[src/rtl/inst_queue.sv]
// Instruction queue between fetch and decode/rename.
// Circular FIFO of {pc, inst} pairs with a valid/ready handshake on both sides.
// A backend flush empties the queue. Entry storage is not reset.
module inst_queue #(
    parameter int DEPTH = 16,
    localparam int PTR_W = $clog2(DEPTH)
) (
    input  logic             clk,
    input  logic             rst_n,
    input  logic             flush,
    input  logic             enq_valid,
    output logic             enq_ready,
    input  logic [31:0]      enq_pc,
    input  logic [31:0]      enq_inst,
    output logic             deq_valid,
    input  logic             deq_ready,
    output logic [31:0]      deq_pc,
    output logic [31:0]      deq_inst,
    output logic [PTR_W:0]   count
);

    logic [63:0]      mem [DEPTH];
    logic [PTR_W:0]   wr_ptr;
    logic [PTR_W:0]   rd_ptr;
    logic [PTR_W-1:0] wr_idx;
    logic [PTR_W-1:0] rd_idx;
    logic             full;
    logic             empty;
    logic             enq_fire;
    logic             deq_fire;

    assign wr_idx = wr_ptr[PTR_W-1:0];
    assign rd_idx = rd_ptr[PTR_W-1:0];

    // The pointer MSB is a wrap bit: equal indices mean full when the wrap bits differ.
    assign empty = (wr_ptr == rd_ptr);
    assign full  = (wr_idx == rd_idx) && (wr_ptr[PTR_W] != rd_ptr[PTR_W]);

    assign enq_ready = !full;
    assign deq_valid = !empty;
    assign enq_fire  = enq_valid && !full;
    assign deq_fire  = deq_ready && !empty;
    assign count     = wr_ptr - rd_ptr;

    // Pointer update; flush takes priority over any handshake in the same cycle.
    always_ff @(posedge clk or negedge rst_n) begin
        if (!rst_n) begin
            wr_ptr <= '0;
            rd_ptr <= '0;
        end else if (flush) begin
            wr_ptr <= '0;
            rd_ptr <= '0;
        end else begin
            if (enq_fire) wr_ptr <= wr_ptr + 1'b1;
            if (deq_fire) rd_ptr <= rd_ptr + 1'b1;
        end
    end

    // Entry write on an accepted enqueue; storage is deliberately left unreset.
    always_ff @(posedge clk) begin
        if (enq_fire && !flush) mem[wr_idx] <= {enq_pc, enq_inst};
    end

    // Head entry presentation, zeroed when empty so decode sees an invalid instruction.
    always_comb begin
        deq_pc   = '0;
        deq_inst = '0;
        if (!empty) {deq_pc, deq_inst} = mem[rd_idx];
    end

    a_no_enq_when_full: assert property (@(posedge clk) disable iff (!rst_n)
        (full && !flush) |=> (wr_ptr == $past(wr_ptr)));

    a_no_deq_when_empty: assert property (@(posedge clk) disable iff (!rst_n)
        (empty && !flush) |=> (rd_ptr == $past(rd_ptr)));

    a_count_bound: assert property (@(posedge clk) disable iff (!rst_n)
        (int'(count) <= DEPTH));

endmodule

[config.mk]
export PLATFORM = sky130hd
export DESIGN_NAME = inst_queue
export DESIGN_NICKNAME = d
export VERILOG_FILES = /design/src/rtl/inst_queue.sv
export SDC_FILE = /design/constraint.sdc
export NUM_CORES = 1
export LEC_CHECK = 0
export ABC_AREA = 1
export CORE_MARGIN = 4
export CORE_UTILIZATION = 45
export DETAILED_ROUTE_END_ITERATION = 6
export GPL_TIMING_DRIVEN = 0
export PLACE_DENSITY_LB_ADDON = 0.15
export SLEW_MARGIN = 20
export SYNTH_ARGS = -nofsm -noshare
export SYNTH_HDL_FRONTEND = slang
export SYNTH_SLANG_ARGS = --single-unit
[constraint.sdc]
create_clock -name clk -period 10.5 [get_ports clk]
set_input_delay 1.05 -clock clk [delete_from_list [all_inputs] [get_ports clk]]
set_output_delay 1.05 -clock clk [all_outputs]
set_load 0.005 [all_outputs]
==> metrics.csv, run 1 <==
stage,metric,value,unit
clock_network,cts_resized,0,
drt,routedWlPerCell,19.3,µm
sta,worst_pin_slew,1.22,ns
drt,first_iter_violations,2328,
yosys,synth_cell_types,26,
die,die_height,324,µm
setup_path,crit_type,flip-flop to primary output,
drt,drc,0,
yosys,synth-seq-area-share,69.2,%
yosys,syn_area,44800,µm²
outcome,outcome,"finished, final reports clean",
clock_network,clk_latency,0.68,ns
worst_hold_path,min_path_type,flip-flop to flip-flop,
yosys,yosys.area.top_type,edfxtp_1,
placed_design,dp_hpwl,80700,µm
placed_design,gp_congestion,0.767,
yosys,async_reset_ff_share,0.967,%
drt,drt-total-wl,117000,µm
cells_and_area,drive_gt1_share,8.71,%
cells_and_area,stdcell_count,6058,
power,powerDensity,191,nW/µm²
sta,maxSlewHeadroom,18.3,%
worst_hold_path,worst_hold_startpoint,wr_ptr[4],
setup_path,r2r-start,rd_ptr[1],
placed_design,dp_cells,5853,
power,p_leak,22.3,nW
power,p_int,7.36,mW
yosys,synth_edf_count,1024,
clock_network,cts-root-buf,clkbuf_16,
cells_and_area,regArea,31000,µm²
clock_network,hold_buffers,0,
yosys,syn_nets,4439,
global_route,antenna_found_initial,6,
global_route,grt_first_pass_wirelength,174000,µm
drt,firstDrtPassIters,6,
setup_path,start_kind,flip-flop,
yosys,yosys_warnings,0,
clock_network,cts_sinks,1034,
cells_and_area,multi_input_area,9990,µm²
setup_path,critPathRequiredTime,9.45,ns
global_route,grt_usage,22.2,%
die,initial_utilization,45.5,%
setup_path,crit_path_start,rd_ptr[1],
die,die_w,324,µm
yosys,synthFlopType,edfxtp_1,
yosys,synthTopCellsByArea,"edfxtp_1 69%, nand2_1 15%, inv_1 6.0%",
clock_network,clockBufferDepth,3,
sta,rsz0062_at_grt,no,
power,swShare,26.6,%
global_route,grt_pass1_vias,28600,
cells_and_area,layout_commonest_cell,nand2_1,
clock_network,cts_tree,done,
die,core,98600,µm²
clock_network,cts_buffers,112,
cells_and_area,syn_to_final_growth,17.4,%
sta,tns,0,ns
die,die_area,105000,µm²
power,p_clk_share,37.8,%
sta,finalCritPeriodShare,52.6,%
flow_run,maxCapViolCount,0,
clock_network,cts_setup_buffers,0,
power,ir_worst_vdd,0.135,mV
sta,fin_skew,0.0274,ns
global_route,grt_max_degree,23,
setup_path,rrSetupSlack,5.88,ns
clock_network,htree_num_levels,3,
cells_and_area,fillers,8464,
setup_path,crit_fanout,11,
drt,viasPerCell,4.92,
power,p_comb_share,16.6,%
drt,drtAntennaViolNets,0,
cells_and_area,mostFrequentLayoutCells,"1,748 x nand2_1, 1,024 x edfxtp_1, 717 x inv_1",
setup_path,endpoint_kind,primary output,
yosys,avgSynthCellArea,10.3,µm²
sta,max_freq,181,MHz
yosys,syn_inst,4360,
power,power_frac_seq,45.7,%
sta,report.final.setup_viol,0,
power,power_switching,2.67,mW
sta,slew_violations,0,
die,ios,140,
sta,min_period,5.52,ns
yosys,synth_top_cell_area_share,68.6,%
cells_and_area,nNetsFinal,4759,
yosys,ys_seq_elements,1034,
placed_design,io_buffers,139,
die,fp-row-count,115,
setup_path,arrival,4.47,ns
sta,hold_viol,0,
global_route,grt_overflow_total,0,
drt,num_vias,29800,
clock_network,path_clk_slew,0.06,ns
==> power by group through the flow <==
stage	logic (mW)	registers [mW]	clock network, mW
5_1_grt	1.84	4.58	4.02
6_report	1.66	4.58	3.79
2_1_floorplan	0.930	4.66	0
3_3_place_gp	1.65	4.67	0
4_1_cts	1.69	4.58	3.85
3_5_place_dp	1.68	4.66	0
==> per-layer routing <==
layer	vias up	part of all wire [%]	track usage (%)
met5	-	0	0
met4	0	2.6	6.77
met3	175	6.0	3.16
met2	843	49	38.2
met1	14200	43	29.6
li1	14600	-	-
==> layout make-up <==
class	count	share of cell area [%]
clock buffers	140	5.69
well taps	1287	3.06
clock inverters	61	0.980
plain buffers	212	2.33
multi-input cells	2392	19.0
diodes	4	0.0190
inverters	722	5.16
flip-flops and latches	1034	58.9
repair buffers	206	4.86
==> synthesized netlist by cell type (3+ instances only) <==
library cell	n
ha_1	9
buf_6	24
nor2_1	18
edfxtp_1	1024
nor3_1	5
a21oi_1	66
buf_1	8
buf_4	20
xor2_1	6
clkbuf_1	24
nand3_1	521
nand2_1	1748
nor2_2	3
buf_2	136
inv_2	3
o21ai_0	10
inv_1	717
dfrtp_1	10
==> cells by family (layout without fill, tap and decap cells) <==
| group | Yosys count | in the layout | synth area share, % |
|---|---|---|---|
| flops | 1034 | 1034 | 69.2 |
| xor+xnor | 7 | 7 | 0.137 |
| fa+ha+maj | 10 | 10 | 0.296 |
| buf+inv | 934 | 1341 | 8.78 |
| other cells | 0 | 4 | 0 |
| simple gates | 2297 | 2297 | 20.7 |
| compound gates | 78 | 78 | 0.877 |
==> worst paths after layout <==
kind,endpoint,cells after the start
worst max-delay path,deq_inst[0],12
worst min-delay path,wr_ptr[4],2
worst max register to register,mem[3][30],16
worst min register to register,wr_ptr[4],2
max in group asynchronous,rd_ptr[0],1
min in group asynchronous,wr_ptr[1],1
==> worst max-delay path: stages (launching register included) <==
cell	delay [ns]
dfrtp_1	0.39
buf_2	0.21
inv_2	0.14
buf_2	0.54
buf_2	0.42
ha_1	0.30
nand2_1	0.07
nor2_1	0.06
inv_1	0.06
nor2_2	0.05
buf_4	0.26
a21oi_1	0.61
clkdlybuf4s50_1	0.64
==> per-stage QoR <==
stage	worst slack (ns)	instance area, µm²	hold slack, ns	power, mW	util, %
floorplan	3.81	44800	0.538	5.59	-
global placement	-1.58	47800	0.557	6.32	48.5
detailed placement	5.67	49100	0.571	6.34	49.8
CTS	4.92	52600	0.583	10.1	53.4
global route	4.86	52600	0.614	10.4	53.4
finish	4.98	52600	0.578	10.0	53.4
==> flip-flops by register name, summed over array words and instances (netlist names) <==
name and flops:
mem 1024, rd_ptr 5, wr_ptr 5
(Power assumes the default switching activity.)
==> run 2, diff against run 1 <==
- clock period: 10.5 -> 5.4 ns (I/O delays scaled with it)
==> results of run 2 <==
The final DEF is identical to that of run 1. Status: finished, final reports clean.
Main changes from that run: setup slack after placement 5.67 ns -> 0.784 ns; setup slack after layout 4.98 ns -> 0.392 ns; hold slack 0.578 ns -> 0.190 ns; register-to-register setup slack 5.88 ns -> 0.78 ns; total power 10.0 mW -> 19.5 mW; worst IR drop on VDD 0.135 mV -> 0.263 mV
